<file path="config.mk">
export PLATFORM = sky130hd
export DESIGN_NAME = bl_serial_alu
export DESIGN_NICKNAME = d
export VERILOG_FILES = /design/src/rtl/bl_serial_alu.sv
export SDC_FILE = /design/constraint.sdc
export NUM_CORES = 1
export LEC_CHECK = 0
export CAP_MARGIN = 0
export CORE_MARGIN = 8
export CORE_UTILIZATION = 50
export CTS_CLUSTER_DIAMETER = 80
export DETAILED_ROUTE_END_ITERATION = 10
export PLACE_DENSITY_LB_ADDON = 0.1
export SYNTH_ARGS = -nofsm -noshare
export SYNTH_HDL_FRONTEND = slang
export SYNTH_SLANG_ARGS = --single-unit
</file>
<file path="constraint.sdc">
create_clock -name clk -period 3.81 [get_ports clk]
set_input_delay 0.9525 -clock clk [delete_from_list [all_inputs] [get_ports clk]]
set_output_delay 0.9525 -clock clk [all_outputs]
set_load 0.02 [all_outputs]
</file>
<file path="src/rtl/bl_serial_alu.sv">
`default_nettype none
//-----------------------------------------------------------------------------
// Module   : bl_serial_alu
// Purpose  : Bit-serial, column-parallel ALU fed from bit-line sensing.
//            Each column sees BL = A&B and BLB = ~A&~B for the current bit
//            slice (LSB first) and produces one result bit per slice.
//            Supports ADD (ripple carry kept per column), AND, OR, XOR.
// Ports    : clk, rst        - clock, synchronous active-high reset
//            start/mode/cin  - begin an operation (accepted only when ready)
//            abort           - cancel an operation in progress
//            bit_valid/bl/blb- one sensed bit slice per accepted cycle
//            ready           - high only while idle
//            sum_valid/sum/bit_idx - registered result slice and its row
//            done/cout/ovf   - final-slice pulse, per-column carry/overflow
// Revision : 1.0 - initial release
//-----------------------------------------------------------------------------
module bl_serial_alu #(
   parameter int COLS      = 8,
   parameter int WORD_BITS = 8,
   localparam int IDX_W    = (WORD_BITS > 1) ? $clog2(WORD_BITS) : 1
) (
   input  logic             clk,
   input  logic             rst,
   input  logic             start,
   input  logic [1:0]       mode,
   input  logic             cin,
   input  logic             abort,
   input  logic             bit_valid,
   input  logic [COLS-1:0]  bl,
   input  logic [COLS-1:0]  blb,
   output logic             ready,
   output logic             sum_valid,
   output logic [COLS-1:0]  sum,
   output logic [IDX_W-1:0] bit_idx,
   output logic             done,
   output logic [COLS-1:0]  cout,
   output logic [COLS-1:0]  ovf
);

   localparam logic [1:0]       c_mode_add = 2'd0;
   localparam logic [1:0]       c_mode_and = 2'd1;
   localparam logic [1:0]       c_mode_or  = 2'd2;
   localparam logic [IDX_W-1:0] c_last     = IDX_W'(WORD_BITS - 1);
   localparam logic [IDX_W-1:0] c_one      = IDX_W'(1);

   typedef enum logic [1:0] {
      S_IDLE = 2'd0,
      S_RUN  = 2'd1,
      S_FIN  = 2'd2
   } state_t;

   state_t           r_state;
   logic [1:0]       r_mode;
   logic [COLS-1:0]  r_carry;
   logic [IDX_W-1:0] r_cnt;
   logic [COLS-1:0]  r_sum;
   logic [IDX_W-1:0] r_bit_idx;
   logic             r_sum_valid;
   logic             r_done;
   logic [COLS-1:0]  r_cout;
   logic [COLS-1:0]  r_ovf;

   logic [COLS-1:0]  w_x;
   logic [COLS-1:0]  w_add_sum;
   logic [COLS-1:0]  w_add_carry;
   logic [COLS-1:0]  w_slice;

   // Neither line discharged means A and B differ, so X = A^B.
   assign w_x         = ~(bl | blb);
   assign w_add_sum   = w_x ^ r_carry;
   // Generate when both are 1 (BL), propagate when they differ.
   assign w_add_carry = bl | (w_x & r_carry);

   always_comb begin
      w_slice = w_x;
      case (r_mode)
         c_mode_add: w_slice = w_add_sum;
         c_mode_and: w_slice = bl;
         c_mode_or:  w_slice = ~blb;
         default:    w_slice = w_x;
      endcase
   end

   always_ff @(posedge clk) begin
      if (rst) begin
         r_state     <= S_IDLE;
         r_mode      <= 2'd0;
         r_carry     <= '0;
         r_cnt       <= '0;
         r_sum       <= '0;
         r_bit_idx   <= '0;
         r_sum_valid <= 1'b0;
         r_done      <= 1'b0;
         r_cout      <= '0;
         r_ovf       <= '0;
      end else begin
         r_sum_valid <= 1'b0;
         r_done      <= 1'b0;
         case (r_state)
            S_IDLE: begin
               if (start) begin
                  r_state <= S_RUN;
                  r_mode  <= mode;
                  r_carry <= {COLS{cin}};
                  r_cnt   <= '0;
                  r_cout  <= '0;
                  r_ovf   <= '0;
               end
            end
            S_RUN: begin
               if (abort) begin
                  r_state <= S_IDLE;
               end else if (bit_valid) begin
                  r_sum       <= w_slice;
                  r_bit_idx   <= r_cnt;
                  r_sum_valid <= 1'b1;
                  r_cnt       <= r_cnt + c_one;
                  if (r_mode == c_mode_add) begin
                     r_carry <= w_add_carry;
                  end
                  if (r_cnt == c_last) begin
                     r_state <= S_FIN;
                     r_done  <= 1'b1;
                     if (r_mode == c_mode_add) begin
                        r_cout <= w_add_carry;
                        // r_carry still holds the carry into the MSB here.
                        r_ovf  <= r_carry ^ w_add_carry;
                     end
                  end
               end
            end
            S_FIN: begin
               r_state <= S_IDLE;
            end
            default: begin
               r_state <= S_IDLE;
            end
         endcase
      end
   end

   assign ready     = (r_state == S_IDLE);
   assign sum_valid = r_sum_valid;
   assign sum       = r_sum;
   assign bit_idx   = r_bit_idx;
   assign done      = r_done;
   assign cout      = r_cout;
   assign ovf       = r_ovf;

endmodule
`default_nettype wire

</file>
==> impl_results.md <==
- Outcome: finished clean
- Cells after DPL: roughly 340
- TritonCTS clock tree: built
- # H-tree levels: 2
- Post-synth top area cell: dfxtp_1
- Clk slew on worst S/H paths: 80 ps
- Setup slack, reg-to-reg: 1690 ps
- Period Utilization, post-route: 67.81%
- Vert. Die Dim: around 85 um
- Final Setup Violations: 0
- Worst hold path endpoint: ovf[5]$_SDFFE_PP0P_
- # Max-Cap Violations: 0
- HPWL after detailed placement: roughly 4.0 mm
- Yosys warns: 0
- Clk sinks: 44
- Pwr Total: between 900 and 1000 uW
- Final #Nets: 331
- Hold_sp: ovf[5]$_SDFFE_PP0P_
- Final worst setup slack: 1226 ps
- Worst vdd ir: 0.2661 mV
- RSZ-0062 raised after global routing: no
- Via count: about 2000
- Min-Delay Path Class: register to register
- Final worst clock skew: between 4 and 5 ps
- Yosys cell types: 33
- Worst-Margin Slew: about 740 ps
- Drt wl/cell: ~16 um
- Vias in the first global route: around 1900
- WHS Path Cells: 2
- Final setup TNS: 0 ps
- Post-Synthesis Cells: around 250
- Post-synth top cells: 44 x dfxtp_1, 36 x mux2i_1, 25 x nand2_1, 22 x nor2_1, 17 x o21ai_0
- Max Buffers Root-to-Sink: 2
- GRT Total Usage: between 10% and 20%
- Drt drc: 0
- Synth top area share: 36.76%
- Synth area leaders: dfxtp_1 37%, mux2i_1 15%, ha_1 5.2%
- FF-to-FF End: r_carry[5]$_SDFFE_PP0P_
- Post CTS Setup Buffer Count: 0
- Max Slew Vio Count: 0
- Worst EP required: 4040 ps
- Rel. slew slack: about half
- Seq/Total Area, Yosys: between 30 and 40%
- Setup slack at placement: approximately 950 ps
- Fin crit period: ~2600 ps
- RD Place Congestion: ~0.78
- Leakage: roughly 0.0011 uW
- Final Instance Area: around 3000 sq um
- Die footprint: approximately 7300 sq um
- Top Ports: 54
- Hold Vio Cnt, Final: 0
- DR pass1 iterations: 4
- Mapped Nets: between 200 and 300
- Skew-Pair Late Insertion Delay: about 300 ps
- Mapped cell area: about 2400 sq um
- Startpoint types: input pin
- Via density: approximately 5.5
- Initial core utilization: between 50 and 60%
- Number of flops mapped to enable cells by yosys: 0
- Post-DP Area: roughly 2900 sq um
- Primary FF master, synth: dfxtp_1
- Arrival @ worst endpoint: 2820 ps
- Die Width: around 85 um
- Total CTS buffers: 5
- Total congestion overflow: 0
- CTS-repair resized insts: 0
- Area Overhead vs Synth: 25.74%
- Layout cells sized above 1: a little under an eighth
- CP max FO: 23
- Initial antenna violation count: 0
- 1st-iter DRT viols: between 100 and 150
- Seq cells post-synth: between 40 and 50
- IO buf count: 53
- First-pass GRT wire length: between 9 and 10 mm
- Row cnt: 25
- CP Capture Type: register
- Count leader, synth: dfxtp_1
- Achievable frequency: 0.3870 GHz
- Clock root cell: clkbuf_8
- N_diodes: 0
- Crit Reg-Reg Startpoint: r_state[0]$_SDFFE_PP0P_
- CTS hold repair buffers: 0
- Core Footprint: about 4700 sq um
- Avg Cell Area, Syn: between 9 and 10 sq um
- Post-route ant nets: 0
- Worst r2r path cells: 4
- Routed Wire Length: ~5.6 mm
- Async SR Flop Fraction: 0%
- PwrDens: 330.9 nW/um^2
- Largest net degree at the start of global routing: 24
- Setup Crit Path Kind: input pin to register
- Non-filler cells in the finished layout: between 300 and 400
placed cells by master (no fill, tap or decap), types with 3 or more instances in the layout:
cell type,count
or4b_1,8
clkdlybuf4s50_1,53
o21ai_0,17
mux2_2,9
o211ai_1,8
inv_1,3
or3_1,8
nand2_1,25
a211oi_2,8
clkbuf_8,5
a21oi_1,8
dfxtp_1,44
nor2_1,22
mux2i_1,36
ha_1,10
nand3_1,8
buf_4,5
worst max-delay path, stage by stage:
cell	delay, ps
clkdlybuf4s50_1	490
nor4bb_4	320
buf_4	350
o21a_1	450
mux2i_1	250
metrics by stage:
stage	util, %	hold WS (ps)
after global routing	64.64	481.6
after global placement	62.98	442.7
after CTS	64.64	461.3
after detailed placement	62.98	445.2
final	64.64	456.6
after floorplan	-	457.3
registers in the layout, summed over array words and instances, names as in the netlist:
| signal | count |
|---|---|
| r_cnt | 3 |
| ovf | 8 |
| r_mode | 2 |
| r_state | 2 |
| r_carry | 8 |
| done | 1 |
| bit_idx | 3 |
| sum_valid | 1 |
| sum | 8 |
| cout | 8 |
layout make-up:
cell class                 count  area, sq um
sequential                    44        880.8
clock inverter                 1        5.005
fill                         431         1648
multi-input combinational    185         1408
clock buffer                   6        72.57
tap                           54        67.56
timing repair buffer          58        568.0
inverter                       3        11.26
where the power goes:
group,switching [uW],internal (uW),total (uW)
Sequential,24.1,479,503
Clock,162,125,287
Combinational,101,106,207
logic make-up after synthesis:
logic type / after synthesis / synth area share, %
AND/OR/NAND/NOR: 82 / 18.54
AO/OA/AOI/OAI: 48 / 15.09
multiplexers: 45 / 19.27
flip-flops: 44 / 36.76
buffers and inverters: 22 / 5.117
adder cells (fa/ha/maj): 10 / 5.222
routing by layer:
| metal | vias up | global-route usage (%) | part of all wire [%] |
|---|---|---|---|
| met2 | 38 | 25.78 | 45 |
| met3 | 6 | 5.405 | 5.5 |
| li1 | 997 | - | - |
| met1 | 907 | 19.82 | 48 |
| met5 | - | 0 | 0 |
| met4 | 0 | 4.854 | 1.1 |
how the worst max path moves through the flow:
stage / from / to / slack, ps
after detailed placement: bit_valid / r_carry[7]$_SDFFE_PP0P_ / 950
after global routing: bit_valid / r_carry[2]$_SDFFE_PP0P_ / 1120
after floorplan: blb[0] / r_carry[0]$_SDFFE_PP0P_ / 1890
final: bit_valid / r_carry[5]$_SDFFE_PP0P_ / 1230
after global placement: bit_valid / r_carry[0]$_SDFFE_PP0P_ / 970
after CTS: r_state[0]$_SDFFE_PP0P_ / ready / 1210
Power figures use the tool's default switching activity.
